File: config.mk
export PLATFORM = sky130hd
export DESIGN_NAME = dynamic_seg_adder_flat
export DESIGN_NICKNAME = d
export VERILOG_FILES = /design/src/rtl/dynamic_seg_adder_pkg.sv /design/src/rtl/dynamic_seg_adder_if.sv /design/src/rtl/dynamic_seg_adder_rca.sv /design/src/rtl/dynamic_seg_adder.sv /design/src/flat_wrapper.sv
export SDC_FILE = /design/constraint.sdc
export NUM_CORES = 1
export LEC_CHECK = 0
export BUFFER_PORTS_ARGS = -buffer_cell sky130_fd_sc_hd__buf_2
export CORE_AREA = 10 10 110 112
export DETAILED_ROUTE_END_ITERATION = 10
export DIE_AREA = 0 0 120 122
export PLACE_DENSITY = 0.63
export SLEW_MARGIN = 40
export SYNTH_ARGS = -nofsm -noshare
export SYNTH_HDL_FRONTEND = slang
export SYNTH_HIERARCHICAL = 1
export SYNTH_SLANG_ARGS = --single-unit
File: constraint.sdc
create_clock -name clk -period 2.6 [get_ports clk]
set_clock_uncertainty 0.1 [all_clocks]
set_input_delay 0.13 -clock clk [delete_from_list [all_inputs] [get_ports clk]]
set_output_delay 0.13 -clock clk [all_outputs]
set_load 0.01 [all_outputs]
File: src/rtl/dynamic_seg_adder_pkg.sv
// Shared definitions for the segmented early-terminating adder.
//  - state_e : controller states (IDLE, CALC, DONE)
//  - nseg()  : number of ripple segments for a given width / segment width
//  - cw()    : width of the compute-cycle counter able to hold 0..NSEG
package dynamic_seg_adder_pkg;

    typedef enum logic [1:0] {
        IDLE = 2'd0,
        CALC = 2'd1,
        DONE = 2'd2
    } state_e;

    function automatic int nseg(input int n, input int seg);
        return n / seg;
    endfunction

    function automatic int cw(input int ns);
        return $clog2(ns + 1);
    endfunction

endpackage

File: src/rtl/dynamic_seg_adder_if.sv
// Operand / result channel of the segmented adder.
//  Request : in_valid, in_ready, a, b, cin
//  Response: out_valid, out_ready, s, p, cout, cycles
//  master drives requests and accepts results; slave is the adder.
interface dynamic_seg_adder_if #(
    parameter int N  = 16,
    parameter int CW = 3
);
    logic          in_valid;
    logic          in_ready;
    logic [N-1:0]  a;
    logic [N-1:0]  b;
    logic          cin;
    logic          out_valid;
    logic          out_ready;
    logic [N-1:0]  s;
    logic [N-1:0]  p;
    logic          cout;
    logic [CW-1:0] cycles;

    modport master (
        output in_valid, a, b, cin, out_ready,
        input  in_ready, out_valid, s, p, cout, cycles
    );

    modport slave (
        input  in_valid, a, b, cin, out_ready,
        output in_ready, out_valid, s, p, cout, cycles
    );
endinterface

File: src/rtl/dynamic_seg_adder_rca.sv
// Combinational ripple-carry adder segment.
//  a_i, b_i : N-bit operands     cin_i  : carry in
//  sum_o    : N-bit sum          cout_o : carry out
//  p_o      : per-bit propagate (a_i ^ b_i)
module dynamic_seg_adder_rca #(
    parameter int N = 4
) (
    input  logic [N-1:0] a_i,
    input  logic [N-1:0] b_i,
    input  logic         cin_i,
    output logic [N-1:0] sum_o,
    output logic         cout_o,
    output logic [N-1:0] p_o
);
    logic carry_s;

    assign p_o = a_i ^ b_i;

    // Bit-serial ripple of the carry through the segment
    always_comb begin
        carry_s = cin_i;
        sum_o   = {N{1'b0}};
        for (int i = 0; i < N; i++) begin
            sum_o[i] = p_o[i] ^ carry_s;
            carry_s  = (a_i[i] & b_i[i]) | (carry_s & p_o[i]);
        end
        cout_o = carry_s;
    end
endmodule

File: src/rtl/dynamic_seg_adder.sv
// Variable-latency N-bit adder made of NSEG = N/SEG ripple segments.
// All segments evaluate every cycle from a registered inter-segment carry
// vector; the add finishes once those carries reach their fixed point
// (EARLY=1) or after NSEG cycles (EARLY=0).
//  clk, rst : clock, synchronous active-high reset
//  bus      : slave side of dynamic_seg_adder_if (operands in, S/P/Cout/cycles out)
module dynamic_seg_adder
    import dynamic_seg_adder_pkg::*;
#(
    parameter int N     = 16,
    parameter int SEG   = 4,
    parameter int EARLY = 1
) (
    input  logic                 clk,
    input  logic                 rst,
    dynamic_seg_adder_if.slave   bus
);
    localparam int NSEG = nseg(N, SEG);
    localparam int CW   = cw(NSEG);
    localparam logic [CW-1:0] LAST_ITER = CW'(NSEG - 1);

    if ((N % SEG) != 0 || SEG < 1 || SEG > N) begin : g_bad_cfg
        $error("dynamic_seg_adder: N must be a positive multiple of SEG");
    end

    state_e          state_q, state_d;
    logic [N-1:0]    a_q, b_q;
    logic [NSEG-1:0] c_q;        // carry into each segment; c_q[0] is Cin
    logic [CW-1:0]   iter_q;
    logic [N-1:0]    s_q, p_q;
    logic            cout_q;
    logic [CW-1:0]   cycles_q;
    logic            out_valid_q;

    logic [N-1:0]    sum_s, p_s;
    logic [NSEG-1:0] co_s;
    logic [NSEG-1:0] c_next_s;
    logic            stable_s;
    logic            done_s;
    logic            load_s, step_s, finish_s, release_s;

    for (genvar i = 0; i < NSEG; i++) begin : g_seg
        dynamic_seg_adder_rca #(.N(SEG)) u_rca (
            .a_i   (a_q[i*SEG +: SEG]),
            .b_i   (b_q[i*SEG +: SEG]),
            .cin_i (c_q[i]),
            .sum_o (sum_s[i*SEG +: SEG]),
            .cout_o(co_s[i]),
            .p_o   (p_s[i*SEG +: SEG])
        );
    end

    // A single segment has no internal carries, so it is always settled.
    if (NSEG == 1) begin : g_one_seg
        assign stable_s = 1'b1;
        assign c_next_s = c_q;
    end else begin : g_multi_seg
        assign stable_s = (co_s[NSEG-2:0] == c_q[NSEG-1:1]);
        assign c_next_s = {co_s[NSEG-2:0], c_q[0]};
    end

    assign done_s = (EARLY != 0) ? stable_s : (iter_q == LAST_ITER);

    // Next-state and control strobes for IDLE -> CALC -> DONE
    always_comb begin
        state_d   = state_q;
        load_s    = 1'b0;
        step_s    = 1'b0;
        finish_s  = 1'b0;
        release_s = 1'b0;
        case (state_q)
            IDLE: begin
                if (bus.in_valid) begin
                    load_s  = 1'b1;
                    state_d = CALC;
                end else begin
                    state_d = IDLE;
                end
            end
            CALC: begin
                step_s = 1'b1;
                if (done_s) begin
                    finish_s = 1'b1;
                    state_d  = DONE;
                end else begin
                    state_d = CALC;
                end
            end
            DONE: begin
                if (bus.out_ready) begin
                    release_s = 1'b1;
                    state_d   = IDLE;
                end else begin
                    state_d = DONE;
                end
            end
            default: begin
                state_d = IDLE;
            end
        endcase
    end

    // State, operand, carry and result registers
    always_ff @(posedge clk) begin
        if (rst) begin
            state_q     <= IDLE;
            a_q         <= {N{1'b0}};
            b_q         <= {N{1'b0}};
            c_q         <= {NSEG{1'b0}};
            iter_q      <= {CW{1'b0}};
            s_q         <= {N{1'b0}};
            p_q         <= {N{1'b0}};
            cout_q      <= 1'b0;
            cycles_q    <= {CW{1'b0}};
            out_valid_q <= 1'b0;
        end else begin
            state_q <= state_d;
            if (load_s) begin
                a_q    <= bus.a;
                b_q    <= bus.b;
                c_q    <= NSEG'(bus.cin);
                iter_q <= {CW{1'b0}};
            end
            if (step_s) begin
                c_q    <= c_next_s;
                iter_q <= iter_q + CW'(1);
            end
            if (finish_s) begin
                s_q         <= sum_s;
                p_q         <= p_s;
                cout_q      <= co_s[NSEG-1];
                cycles_q    <= iter_q + CW'(1);
                out_valid_q <= 1'b1;
            end
            if (release_s) begin
                out_valid_q <= 1'b0;
            end
        end
    end

    // in_ready follows the state register but is forced low during reset.
    assign bus.in_ready  = (state_q == IDLE) && !rst;
    assign bus.out_valid = out_valid_q;
    assign bus.s         = s_q;
    assign bus.p         = p_q;
    assign bus.cout      = cout_q;
    assign bus.cycles    = cycles_q;
endmodule

File: src/flat_wrapper.sv
// flat-port wrapper written by rule: the top's interface ports become plain ports
module dynamic_seg_adder_flat import dynamic_seg_adder_pkg::*;
#(
    parameter int N     = 16,
    parameter int SEG   = 4,
    parameter int EARLY = 1
)
  (clk, rst, bus_in_valid, bus_a, bus_b, bus_cin, bus_out_ready, bus_in_ready, bus_out_valid, bus_s, bus_p, bus_cout, bus_cycles);
  dynamic_seg_adder_if #(.N(N), .CW(($clog2((N / SEG) + 1)))) bus_i ();
  input  logic clk;
  input  logic rst;
  input wire logic [$bits(bus_i.in_valid)-1:0] bus_in_valid;
  input wire logic [$bits(bus_i.a)-1:0] bus_a;
  input wire logic [$bits(bus_i.b)-1:0] bus_b;
  input wire logic [$bits(bus_i.cin)-1:0] bus_cin;
  input wire logic [$bits(bus_i.out_ready)-1:0] bus_out_ready;
  output wire logic [$bits(bus_i.in_ready)-1:0] bus_in_ready;
  output wire logic [$bits(bus_i.out_valid)-1:0] bus_out_valid;
  output wire logic [$bits(bus_i.s)-1:0] bus_s;
  output wire logic [$bits(bus_i.p)-1:0] bus_p;
  output wire logic [$bits(bus_i.cout)-1:0] bus_cout;
  output wire logic [$bits(bus_i.cycles)-1:0] bus_cycles;
  assign bus_i.in_valid = bus_in_valid;
  assign bus_i.a = bus_a;
  assign bus_i.b = bus_b;
  assign bus_i.cin = bus_cin;
  assign bus_i.out_ready = bus_out_ready;
  assign bus_in_ready = bus_i.in_ready;
  assign bus_out_valid = bus_i.out_valid;
  assign bus_s = bus_i.s;
  assign bus_p = bus_i.p;
  assign bus_cout = bus_i.cout;
  assign bus_cycles = bus_i.cycles;
  dynamic_seg_adder #(.N(N), .SEG(SEG), .EARLY(EARLY)) u_core (.clk(clk), .rst(rst), .bus(bus_i));
endmodule
### Word level (Yosys, flattened, before mapping)

Index checks and enable logic that the tools add are counted.

| operators by class | value |
|---|---|
| bitwise gates (word level) | 69 |
| $mul | 0 |
| add/sub/neg operators | 1 |
| equality and inequality tests | 3 |
| shifts and indexed selects | 0 |
| magnitude comparators | 0 |
| muxes and demuxes | 15 |
| div/mod/pow operators | 0 |
| reductions and logical operators | 6 |

Operators with widths:

| operator | count |
|---|---|
| $and A1 B1 Y1 | 32 |
| $or A1 B1 Y1 | 16 |
| $xor A1 B1 Y1 | 16 |
| $xor A4 B4 Y4 | 4 |
| $mux W1 | 8 |
| $mux W4 | 2 |
| $mux W3 | 2 |
| $pmux W2 S3 | 1 |
| $mux W2 | 2 |
| $add A3 B1 Y3 const B | 1 |
| $eq A3 B3 Y1 | 1 |
| $eq A2 B1 Y1 const B | 1 |
| $eq A2 B2 Y1 const B | 1 |
| $logic_not A2 Y1 | 1 |
| $reduce_and A2 Y1 | 1 |
| $reduce_bool A2 Y1 | 1 |
| $reduce_or A2 Y1 | 1 |
| $logic_and A1 B1 Y1 | 1 |
| $logic_not A1 Y1 | 1 |
| $not A1 Y1 | 1 |

| word-level totals | value |
|---|---|
| memory bits (writable) | 0 |
| input port bits | 37 |
| memories kept | 0 |
| bits in registers | 78 |
| logic and storage cells | 105 |
| output and inout bits | 38 |
| latch bits | 0 |
| ROM bits | 0 |

### Longest topological paths before layout

| depth | value |
|---|---|
| depth after elaboration | 12 |
| depth in mapped cells | 13 |
| mapped depth without buffers | 11 |

### Cells and area by module

Netlist, hierarchy kept.

By module, submodules not included:

| module | area each (um^2) | cells an instance | seq. area each (um^2) | instances |
|---|---|---|---|---|
| dynamic_seg_adder | 3174.3 | 348 | 1561.5 | 1 |
| dynamic_seg_adder_rca | 167.7 | 18 | 0.0 | 4 |

### Least setup slack after synthesis

Ideal clock, no wire load.

| timing | value |
|---|---|
| path type | register to register |
| start | reg u_core.a_q[0] |
| end | reg u_core.cycles_q[2] (netlist: u_core/bus.cycles[2]) |
| path slack | -185 ps |
| library setup time | 121 ps |
| period minus slack after synthesis | 2785 ps |
| required time | 2379 ps |
| arrival | 2564 ps |
| buffers on the path | 0 |
| stages on the path, launching flop included | 12 |
| path through | dfxtp_1 inv_1 fa_1 inv_1 fa_1 fa_1 inv_1 fa_1 inv_1 xnor2_1 or4b_4 mux2_4 |

| between the ends | value |
|---|---|
| longest elaborated chain between the ends | 12 |
| elaborated cells on any way between the ends | 13 |
| those cells by class | eq/ne: 1; mux: 2; bitwise: 10 |

RTL lines:

| item | line | text |
|---|---|---|
| from (decl) | dynamic_seg_adder.sv:27 | `logic [N-1:0] a_q, b_q;` |
| from (signal assigned) | dynamic_seg_adder.sv:107 | `a_q <= {N{1'b0}};` |
| from (signal assigned) | dynamic_seg_adder.sv:119 | `a_q <= bus.a;` |
| $xor A4 B4 Y4 | dynamic_seg_adder_rca.sv:17 | `assign p_o = a_i ^ b_i;` |
| $and A1 B1 Y1 | dynamic_seg_adder_rca.sv:25 | `carry_s = (a_i[i] & b_i[i]) \| (carry_s & p_o[i]);` |
| $or A1 B1 Y1 * | dynamic_seg_adder_rca.sv:25 |  |
| $and A1 B1 Y1 * | dynamic_seg_adder_rca.sv:25 |  |
| $or A1 B1 Y1 * | dynamic_seg_adder_rca.sv:25 |  |
| $and A1 B1 Y1 * | dynamic_seg_adder_rca.sv:25 |  |
| $or A1 B1 Y1 * | dynamic_seg_adder_rca.sv:25 |  |
| $and A1 B1 Y1 * | dynamic_seg_adder_rca.sv:25 |  |
| $or A1 B1 Y1 * | dynamic_seg_adder_rca.sv:25 |  |
| net u_core.c_next_s[1] | dynamic_seg_adder.sv:37 | `logic [NSEG-1:0] c_next_s;` |
| $eq A3 B3 Y1 * | dynamic_seg_adder.sv:58 | `assign stable_s = (co_s[NSEG-2:0] == c_q[NSEG-1:1]);` |
| $mux W1 * | dynamic_seg_adder.sv:82 | `if (done_s) begin` |
| $mux W1 * | dynamic_seg_adder.sv:71 | `case (state_q)` |
| to (signal assigned) | dynamic_seg_adder.sv:114 | `cycles_q <= {CW{1'b0}};` |
| to (signal assigned) | dynamic_seg_adder.sv:132 | `cycles_q <= iter_q + CW'(1);` |
| to (decl) | dynamic_seg_adder.sv:32 | `logic [CW-1:0] cycles_q;` |

Mark *: on every way through the listed nets, which the timed path passes. The rest lies on a longest branch.
A chain may end at the register's enable or synchronous reset.

### Final worst setup path

| timing | value |
|---|---|
| start | reg u_core.a_q[8] |
| end | reg u_core.cycles_q[2] (netlist: u_core/bus.cycles[2]) |

Same word-level chain as after synthesis.

==> qor.yml <==
clock_tree:
  path_clk_slew_ps: 80
  cts_tree: "done"
  clock-sinks: 78
  cts_root_buf: "clkbuf_8"
  clock_latency_ps: 360
  h-tree-depth: 3
  numCtsBuffers: 9
  clockBufferDepth: 2
finish:
  area_growth_pct: 36.3
  post-route-util: 0.521
  diodes: 0
  layout-drive-gt1-share: 0.307
  layout_common_cells: "buf_2 (74), nand2_1 (72), dfxtp_1 (70)"
  nNetsFinal: 612
  layout_commonest_cell: "buf_2"
setup_path:
  start_kind: "flip-flop"
  cpMostUsedCell: "fa_2"
  crit_fanout: 3
  crit_required_ps: 2750
  cpLargestDelayFamily: "adder cells"
  end_kind: "flip-flop"
  cp_slowest_cell: "or4b_4"
  path_buf_inv: 4
  slowest_delay_ps: 520
  path_class: "reg -> reg"
  critPathArrivalTime_ps: 2940
  path_cells: "inv_2 -> fa_2 -> inv_2 -> fa_2 -> fa_2 -> inv_2 -> fa_2 -> inv_4 -> xor2_4 -> or4b_4 -> mux2_4"
global_route:
  grt_first_pass_wirelength_mm: 14.4
  antenna_found_initial: 0
  grtUsageTotal: 0.122
  grt.overflow.total: 0
  met3_usage: 0.0301
  grt_max_degree: 116
  grt_busiest_layer: "met2"
  grtUsageMet2: 0.196
  grt_pass1_vias: 3011
  met1_usage: 0.149
floorplan:
  start_util: 0.383
  rows: 37
  dieArea_um2: 14600
  coreArea_um2: 10000
  io_pins: 75
  die_h_um: 122
  die_w_um: 120
place:
  place.gp.congestion: 0.782
  port-buffer-count: 74
  hpwl_mm: 6.19
  post-place-ws_ps: -285
yosys:
  syn_inst: 420
  ys.flop_type: "dfxtp_1"
  synth_edf_count: 0
  synth-seq-area-share: 0.406
  async_flop_share: 0
  syn-num-nets: 490
  syn-cell-area_um2: 3840
  netlist-cell-type-count: 31
  ys_ff_latch: 78
  synth-warning-count: 6
  avgSynthCellArea_um2: 9.15
timing:
  tightest_slew_ps: 480
  max_freq_mhz: 358
  fin_ws_ps: -194
  finalSetupViolCount: 38
  rsz0062_at_grt: "yes"
  slew-limit-headroom: 0.680
  finalHoldViolations: 0
  slew_violations: 0
  fin_crit_sh: 1.07
  period_needed_ps: 2790
routing:
  avgViaCountPerCell: 4.42
  final_antenna_net_count: 0
  num_vias: 3020
  initialDrtViolationCount: 140
  wl_per_cell_um: 13.3
  drt_pre_antenna_iters: 4
  drt_wl_total_mm: 9.08
  drc: 0
run_status:
  violations: "negative setup slack"
  status: "finished, violations left"
hold_path:
  hold_path_class: "in -> reg"
pwr:
  leakage_nw: 2.30
  p_per_area_nw_per_um2: 548
  ir_drop_mv: 0.286
job:
  max_cap_viol_count: 0
-- per-layer routing --
metal / routed length, um / part of all wire
met5: 0 / 0
met4: 188 / 0.021
met3: 324 / 0.036
met2: 4280 / 0.47
met1: 4280 / 0.47
-- final timing paths --
check                  start                    to  slack, ps  cells after the start
max            u_core/a_q[8]  u_core/bus.cycles[2]       -190                     11
min             bus_in_valid     u_core/state_q[0]         70                      3
max reg2reg    u_core/a_q[8]  u_core/bus.cycles[2]       -190                     11
min reg2reg  u_core/bus.p[7]       u_core/bus.p[7]        370                      2
-- cell families (layout without fill, tap and decap cells) --
group / Yosys count / after routing / synth area share
AND/OR/NAND/NOR: 158 / 158 / 0.212
flip-flops: 78 / 78 / 0.406
buffers and inverters: 65 / 192 / 0.0745
AO/OA/AOI/OAI: 45 / 45 / 0.0615
multiplexers: 37 / 37 / 0.0979
adder cells (fa/ha/maj): 33 / 33 / 0.139
XOR/XNOR: 4 / 4 / 0.00911
-- registers in the layout (all words and copies together), names as in the netlist --
signal	cells
u_core/b_q	16
u_core/bus.p	16
u_core/bus.cycles	3
u_core/state_q	2
u_core/iter_q	3
u_core/c_q	4
u_core/bus.out_valid	1
u_core/bus.cout	1
u_core/a_q	16
u_core/bus.s	16
-- Yosys cell counts (all sizes together), types with 2 or more instances --
cell type  count  area (um2)
fa            16         320
nand2b        69         439
clkbuf        16        60.1
nand3          4        20.0
or3b           2        17.5
ha            17         213
xnor2          2        17.5
mux2i         35         350
inv           40         150
nand2         72         270
nor2b          3        18.8
xor2           2        17.5
buf            9        76.3
a21oi         40         200
dfxtp         78        1560
mux2           2        26.3
nor2           4        15.0
-- power by group --
part           internal (mW)  switching [mW]  leakage [nW]
Sequential              1.26          0.0509         0.639
Clock                  0.593           0.463         0.116
Combinational          0.259           0.248          1.54
-- area by class of cell --
cell class                 instances  area [um2]
fill                             920        4810
multi-input combinational        277        2100
sequential                        78        1570
timing repair buffer             136        1010
tap                              136         170
inverter                          40         153
clock buffer                      11         151
clock inverter                     5        81.3
-- metrics by stage --
stage                     power [mW]  TNS, ps  std cells  area (um2)  hold WS, ps
after floorplan                 1.62    -1970        420        3910          158
after global placement          1.77    -6660        627        4530          279
after detailed placement        1.78    -8510        627        4530          276
after CTS                       2.89    -7110        680        5160         62.2
after global routing            3.01    -9760        683        5240         97.2
final                           2.87    -4880        683        5240         73.5
-- worst reg2reg max path: stages, from the launching register on --
cell and delay, ps:
dfxtp_2 330, inv_2 50, fa_2 190, inv_2 40
fa_2 330, fa_2 340, inv_2 60, fa_2 200
inv_4 50, xor2_4 160, or4b_4 520, mux2_4 310
-- what timing repair did --
| item | in CTS | in global routing |
|---|---|---|
| cloned | 0 | 2 |
| pin swaps | 2 | 5 |
| gates resized for setup | 14 | 13 |
| hold buffers | 34 | 0 |
| setup endpoints to repair | 39 | 38 |
| setup buffers | 3 | 1 |
| hold endpoints to repair | 34 | 0 |
No activity file was read; power rests on OpenSTA's default activity.
